$ cat src/rtl/char_pattern_gen.sv
// Packetised two-operand toggle-pattern generator for datapath energy characterization.
// A flit is presented the cycle after start or GAP exit, and P stalls while ready is low.
module char_pattern_gen #(
  parameter int          N       = 23,
  parameter int          PAYLOAD = 20,
  parameter int          GAP     = 7,
  parameter logic [31:0] SEED    = 32'h0000_0001
) (
  input  logic          clk,
  input  logic          rst_n,
  input  logic          start,
  input  logic          abort,
  input  logic [1:0]    mode,
  input  logic [15:0]   num_pkt,
  input  logic          ready,
  output logic          valid,
  output logic [N-1:0]  input1,
  output logic [N-1:0]  input2,
  output logic          busy,
  output logic          meas_win,
  output logic          done,
  output logic [15:0]   pkt_cnt
);

  localparam int          W        = 2 * N;
  localparam int          FW       = $clog2(PAYLOAD + 1);
  localparam int          GW       = (GAP > 1) ? $clog2(GAP) : 1;
  localparam logic [31:0] MASK     = 32'h8020_0003;
  localparam logic [31:0] SEED_EFF = (SEED == 32'h0) ? 32'h1 : SEED;

  localparam logic [1:0] S_IDLE = 2'd0;
  localparam logic [1:0] S_SEND = 2'd1;
  localparam logic [1:0] S_GAP  = 2'd2;
  localparam logic [1:0] S_DONE = 2'd3;

  logic [1:0]    state;
  logic [1:0]    mode_q;
  logic [15:0]   num_q;
  logic [W-1:0]  p;
  logic [31:0]   l;
  logic [FW-1:0] flit_cnt;
  logic [GW-1:0] gap_cnt;

  logic [31:0]   l_step;
  logic [31:0]   l_init;
  logic [W-1:0]  p_step;
  logic [W-1:0]  p_init;
  logic [1:0]    init_mode;
  logic          last_flit;
  logic          run_end;
  logic [15:0]   pkt_inc;

  function automatic logic [31:0] lfsr_step(input logic [31:0] v);
    return (v >> 1) ^ (v[0] ? MASK : 32'h0);
  endfunction

  function automatic logic [W-1:0] pat_step(input logic [1:0] m, input logic [W-1:0] cur,
                                            input logic [31:0] lnew);
    logic [W-1:0] r;
    r = '0;
    case (m)
      2'd1:    r = {cur[W-2:0], ~cur[W-1]};
      2'd2:    for (int i = 0; i < W; i++) r[i] = lnew[i % 32];
      2'd3:    r = ~cur;
      default: r = '0;
    endcase
    return r;
  endfunction

  // Packet start re-seeds from a zero pattern; in IDLE the not-yet-latched mode applies.
  assign init_mode = (state == S_IDLE) ? mode : mode_q;
  assign l_step    = lfsr_step(l);
  assign l_init    = lfsr_step(SEED_EFF);
  assign p_step    = pat_step(mode_q, p, l_step);
  assign p_init    = pat_step(init_mode, '0, l_init);

  assign last_flit = (flit_cnt == FW'(PAYLOAD - 1));
  assign run_end   = ({1'b0, pkt_cnt} + 17'd1) == {1'b0, num_q};
  assign pkt_inc   = (pkt_cnt == 16'hFFFF) ? pkt_cnt : pkt_cnt + 16'd1;

  always_ff @(posedge clk or negedge rst_n) begin
    if (!rst_n) begin
      state    <= S_IDLE;
      mode_q   <= 2'd0;
      num_q    <= 16'd0;
      p        <= '0;
      l        <= SEED_EFF;
      flit_cnt <= '0;
      gap_cnt  <= '0;
      pkt_cnt  <= 16'd0;
      meas_win <= 1'b0;
    end else begin
      case (state)
        S_IDLE: begin
          if (start && !abort) begin
            mode_q   <= mode;
            num_q    <= num_pkt;
            pkt_cnt  <= 16'd0;
            flit_cnt <= '0;
            gap_cnt  <= '0;
            if (num_pkt == 16'd0) begin
              state <= S_DONE;
            end else begin
              state    <= S_SEND;
              p        <= p_init;
              l        <= l_init;
              meas_win <= 1'b1;
            end
          end
        end
        S_SEND: begin
          if (abort) begin
            state    <= S_IDLE;
            meas_win <= 1'b0;
          end else if (ready) begin
            if (!last_flit) begin
              p        <= p_step;
              l        <= l_step;
              flit_cnt <= flit_cnt + FW'(1);
            end else begin
              flit_cnt <= '0;
              pkt_cnt  <= pkt_inc;
              if (run_end) begin
                state    <= S_DONE;
                meas_win <= 1'b0;
              end else if (GAP > 0) begin
                state   <= S_GAP;
                gap_cnt <= '0;
              end else begin
                p <= p_init;
                l <= l_init;
              end
            end
          end
        end
        S_GAP: begin
          if (abort) begin
            state    <= S_IDLE;
            meas_win <= 1'b0;
          end else if (gap_cnt == GW'(GAP - 1)) begin
            state   <= S_SEND;
            gap_cnt <= '0;
            p       <= p_init;
            l       <= l_init;
          end else begin
            gap_cnt <= gap_cnt + GW'(1);
          end
        end
        default: state <= S_IDLE;
      endcase
    end
  end

  assign valid  = (state == S_SEND);
  assign busy   = (state == S_SEND) || (state == S_GAP);
  assign done   = (state == S_DONE);
  assign input1 = p[N-1:0];
  assign input2 = p[W-1:N];

endmodule

$ cat config.mk
export PLATFORM = sky130hd
export DESIGN_NAME = char_pattern_gen
export DESIGN_NICKNAME = d
export VERILOG_FILES = /design/src/rtl/char_pattern_gen.sv
export SDC_FILE = /design/constraint.sdc
export NUM_CORES = 1
export LEC_CHECK = 0
export ABC_AREA = 1
export CORE_MARGIN = 4
export CORE_UTILIZATION = 35
export CTS_CLUSTER_SIZE = 40
export DETAILED_ROUTE_END_ITERATION = 10
export PLACE_DENSITY = 0.62
export SETUP_SLACK_MARGIN = 0.2
export SLEW_MARGIN = 5
export SYNTH_ARGS = -nofsm -noshare
export SYNTH_HDL_FRONTEND = slang
export SYNTH_SLANG_ARGS = --single-unit
$ cat constraint.sdc
create_clock -name clk -period 2.2 [get_ports clk]
set_input_delay 0.44 -clock clk [delete_from_list [all_inputs] [get_ports clk]]
set_output_delay 0.44 -clock clk [all_outputs]
set_load 0.01 [all_outputs]
# Yosys cells after proc, flatten, opt, wreduce, memory -nomap -nowiden
# Index checks and enable logic that the tools add are counted.
# op_classes
eq_ne,28
mux,56
addsub,4
bitwise,3
n_reduce_logical,14
# ops
cell,n
one-hot mux 46 bit (3 select lines),3
two-way mux 46 bit,7
two-way mux 32 bit,8
one-hot mux 32 bit (3 select lines),1
two-way mux 16 bit,5
NOT 46 bit,1
one-hot mux 16 bit (2 select lines),1
XOR 31 x 32 -> 32 bit,1
two-way mux 3 bit,7
two-way mux 5 bit,4
"inequality test 2 bit, second input constant",9
"adder 16 x 1 -> 17 bit, second input constant",1
== test 17 x 16 -> 1 bit,1
"adder 16 x 1 -> 16 bit, second input constant",1
"== test 16 bit, second input constant",1
logical NOT 16 bit,1
two-way mux 2 bit,8
AND reduction 7 bit,2
"== test 2 bit, second input constant",6
one-hot mux 5 bit (2 select lines),1
one-hot mux 3 bit (3 select lines),1
two-way mux 1 bit,8
AND reduction 4 bit,2
AND reduction 8 bit,1
19 further kinds,24
# totals
word_cells,114
input_bits,23
out_inout_bits,66
reg_bits,123

# Logic depth before layout (Yosys ltp)
# Gate-level depths: netlist of the first run.
# depth
word_depth,7
ltp_mapped,16
mapped_depth_nobuf,16

# Worst setup path after synthesis of the first run
# No wires, ideal clock.
# synth_timing
kind,register to register
startpoint,register state[0]
endpoint,register p[43]
required_ps,2066
synth_period_minus_slack_ps,1994
setup_ps,134
path_stages_with_launch,13
arrival_ps,1860
path_slack_ps,206
n_path_buf,2
cell_sequence,dfrtp_1 -> inv_1 -> ha_1 -> inv_2 -> a21oi_1 -> a21oi_1 -> nand2_1 -> a211oi_1 -> nand2_1 -> inv_2 -> buf_6 -> buf_2 -> a31oi_1
# synth_between
elab_chain_len,7
elab_cells_between_ends,22
classes_between,eq/ne (12); mux (7); reduce/logical (3)
# synth_rtl
item,line,rtl
from (decl),36,logic [1:0] state;
from (signal assigned),83,state <= S_IDLE;
from (signal assigned),102,state <= S_DONE;
from (signal assigned),104,state <= S_SEND;
logical NOT 2 bit,"71, 93",
two-way mux 2 bit,71,assign init_mode = (state == S_IDLE) ? mode : mode_q;
== test 2 bit / == test 2 x 1 -> 1 bit (equally long branches),61,case (m)
one-hot mux 46 bit (3 select lines),61,
"two-way mux 46 bit, on equally long branches","140, 101",
"two-way mux 46 bit, on equally long branches","137, 95",
one-hot mux 46 bit (3 select lines),93,case (state)
to (signal assigned),105,p <= p_init;
to (signal assigned),130,p <= p_init;
to (signal assigned),143,p <= p_init;
to (decl),39,logic [W-1:0] p;
# Several ways; a longest one is shown, not always the timed one. The select of a mux whose other input is x is not followed.
# A chain may end at the register's enable or synchronous reset.

# Final worst setup path of the first run
# layout_timing
startpoint,register state[1]
endpoint,register l[0]
# layout_between
elab_chain_len,3
elab_cells_between_ends,13
classes_between,eq/ne (9); mux (1); reduce/logical (3)
# layout_rtl
item,line,rtl
"== test 2 bit, or another cell as far along",93,
"inequality test 2 bit (no line), or another cell as far along",-,
AND reduction 8 bit (no line),-,
to (signal assigned),106,l <= l_init;
to (signal assigned),118,l <= l_step;
to (signal assigned),131,l <= l_init;
to (decl),40,logic [31:0] l;
# Several ways; a longest one is shown, not always the timed one.

==> results of run 1 <==
-- through the flow --
step / power (mW) / TNS [ns] / area, um^2 / worst slack (ns) / util [%]
floorplan: 7.31 / 0 / 6870 / 0.206 / -
global placement: 9.66 / -8.05 / 8310 / -0.157 / 43.7
detailed placement: 9.72 / -9.46 / 8310 / -0.188 / 43.7
CTS: 14.2 / 0 / 9380 / 0.134 / 49.3
global route: 17.0 / 0 / 10200 / 0.0147 / 53.6
finish: 16.1 / 0 / 10200 / 0.118 / 53.6
-- routing by layer --
layer	vias up	share of wire, %	track usage [%]
li1	3306	-	-
met1	3355	44	26.6
met2	273	48	30.7
met3	38	6.2	4.24
met4	0	2.2	6.93
met5	-	0	0
-- power by group --
group	switching (mW)	total (mW)	internal, mW
sequential	0.668	3.61	2.94
clock	0.998	2.85	1.85
combinational	5.04	9.60	4.56
-- cell usage after synthesis, drive strengths merged (5+ instances only) --
| cell | number | area (um^2) |
|---|---|---|
| nor2 | 60 | 299 |
| o22ai | 55 | 400 |
| mux2 | 7 | 78.8 |
| a31oi | 7 | 43.8 |
| nand2 | 226 | 891 |
| nand3 | 62 | 330 |
| o21ai | 99 | 499 |
| inv | 90 | 338 |
| ha | 6 | 75.1 |
| a21oi | 55 | 275 |
| dfrtp | 122 | 3050 |
| nand4 | 9 | 62.6 |
| clkbuf | 32 | 120 |
| nor3 | 7 | 46.3 |
| buf | 16 | 103 |
| nand3b | 5 | 37.5 |
-- path summary, 6_finish.rpt --
| kind | slack [ns] | endpoint | startpoint | depth (start not counted) |
|---|---|---|---|---|
| worst min register to register | 0.47 | gap_cnt[2] | gap_cnt[2] | 2 |
| worst max register to register | 0.12 | l[0] | state[1] | 12 |
| worst min-delay path | 0.02 | pkt_cnt[0] | rst_n | 1 |
| worst max-delay path | 0.12 | l[0] | state[1] | 12 |
| min in group clk | 0.40 | num_q[9] | num_pkt[9] | 2 |
| max in group asynchronous | 1.56 | p[36] | rst_n | 2 |
-- sequential cells by signal (all words and copies together) (netlist names) --
| signal | cells |
|---|---|
| pkt_cnt | 16 |
| mode_q | 2 |
| meas_win | 1 |
| num_q | 16 |
| flit_cnt | 5 |
| p | 46 |
| l | 32 |
| gap_cnt | 3 |
| state | 2 |
-- placed cells by master, fill, tap and decap left out, types with 4 or more instances in the layout --
| cell type | count |
|---|---|
| buf_12 | 15 |
| nand3_2 | 12 |
| dfrtp_2 | 4 |
| o21ai_0 | 68 |
| nand4_1 | 8 |
| nand3_4 | 4 |
| mux2_2 | 7 |
| nor3_1 | 4 |
| nand2_1 | 184 |
| buf_6 | 10 |
| nand3b_1 | 5 |
| o22ai_1 | 41 |
| o21ai_1 | 20 |
| clkdlybuf4s50_1 | 80 |
| buf_16 | 7 |
| dfrtp_1 | 118 |
| o21ai_2 | 9 |
| nand2_2 | 34 |
| inv_1 | 82 |
| nand2_4 | 7 |
| dlymetal6s2s_1 | 4 |
| a221oi_1 | 4 |
| nor2_4 | 13 |
| buf_4 | 49 |
| o22ai_2 | 11 |
| a21oi_1 | 51 |
| nand3_1 | 46 |
| inv_2 | 4 |
| nor2_1 | 36 |
| clkbuf_16 | 25 |
| a31oi_1 | 6 |
| xnor2_1 | 4 |
| nor2_2 | 10 |
-- worst max-delay path, delay by kind of cell, from the launching register on --
kind                     cells  cell delay, ns
buffers and inverters        7            0.77
AO/OA/AOI/OAI                1            0.15
adder cells (fa/ha/maj)      1            0.17
AND/OR/NAND/NOR              3            0.49
flip-flops                   1            0.40
-- layout make-up --
cell class / instances / area, um^2 / share of cell area [%]
Clock buffer: 23 / 478 / 4.69
Sequential cell: 123 / 3080 / 30.2
Timing Repair Buffer: 179 / 2090 / 20.5
Inverter: 91 / 359 / 3.52
Clock inverter: 7 / 115 / 1.13
Multi-Input combinational cell: 623 / 3750 / 36.7
Tap cell: 260 / 325 / 3.19
-- logic make-up (layout without fill, tap and decap cells) --
logic type               after synthesis  in the layout  share of synthesized area [%]
multiplexers                           7              7                           1.15
XOR/XNOR                               5              5                          0.637
AND/OR/NAND/NOR                      376            377                           25.0
buffers and inverters                139            300                           8.21
AO/OA/AOI/OAI                        228            228                           19.1
adder cells (fa/ha/maj)                6              6                           1.09
flip-flops                           123            123                           44.8
-- timing repair --
item / CTS / global route
pin swaps: 5 / 32
endpoints found under the hold margin: 0 / 0
resized for setup: 45 / 143
buffers inserted: 17 / 12
endpoints found under the setup margin: 99 / 105
gates cloned: 7 / 10
==> run summary, run 1 <==
Outcome: finished, final reports clean
Largest net degree at the start of global routing: 48
Arrival @ worst endpoint: 2.43 ns
Seq/Total Area, Yosys: 44.8%
Slew margin rel.: 61.3%
Starting Density: 36.1%
Slowest CP cell: dfrtp_1
Final cell count without fillers: 1306
Netlist Area Pre-Place: 6870 um^2
Total GRT Usage: 19.5%
N_diodes: 0
Final ANT Viol Nets: 0
Final worst-path cycle share: 94.7%
DR DRC count: 0
Number of fill cells: 1721
Clock sink total: 123
Synth Warn #: 0
Cts hold-fix bufs: 0
EDFF count, synth: 0
Wire per inst: 17.2 um
Hold Fails Final Rpt: 0
Worst-path maximum fanout: 7
Ys flop type: dfrtp_1
Net Count, Synth: 913
CP dominant cell by count: buf_12
Cts bufs inserted: 17
Leakage power: 4.42 nW
Core Footprint: 19000 um^2
Placed Instances: 1230
Vias: 6972
Gate Count Post-Synth: 884
Die area: 21900 um^2
DRT Pass-1 Iters: 5
Layout area overhead: 48.5%
Drt initial violations: 511
Drt total wl: 22400 um
Async set-reset flop share out of synthesis: 100%
CTS root buffer: clkbuf_16
Gpl congestion: 0.846
Required time of the critical path: 2.55 ns
Clock-pin transition on the worst setup and hold timing paths: 0.06 ns
Vias per cell: 5.34
Count of final setup violators: 0
Die height: 148 um
Ports: 89
Clock tree buffer depth: 2
Worst min-delay path class: input port to asynchronous set/reset pin
RSZ-0062 raised after global routing: yes
Initial antenna violation count: 0
Least-Margin Pin Slew: 0.581 ns
Total grt overflow: 0
WS Path Type: flip-flop to flip-flop
Crit path largest cell delay: 0.40 ns
Setup Skew: 0.0108 ns
Std cell rows: 50
Number of global-route vias before repair: 6483
Nets: 1064
Clock Latency Late Sink: 0.42 ns
First-pass GRT wire length: 34200 um
Syn Area/Cell: 7.77 um^2
DPL Wire Length: 13100 um
Peak VDD IR: 0.863 mV
CTS tree: built
Max-slew violations: 0
PortBufs: 88
Netlist cell types: 44
Die X: 148 um
Max-Cap Viols: 0
Power Density: 1570 nW/um^2
Final min period: 2.08 ns
Yosys reg bits: 123
Htree depth: 4
Hold Slack: 0.0151 ns
Share of cells above drive strength 1: 25.3%
Critical-path cell list: inv_2, ha_4, inv_4, nor3_2, nand4_1, nand2_2, clkinv_4, buf_6, buf_12, buf_12, buf_16, a31oi_4
Critical path startpoint category: flip-flop
Fmax: 480 MHz
Crit end category: flip-flop
Note: power is estimated with default switching activity, not from simulation.
==> run 2, diff against run 1 <==
Settings changed: SLEW_MARGIN 5 to unset.
==> results of run 2 <==
The final DEF is identical to that of run 1; final timing and power are the same.
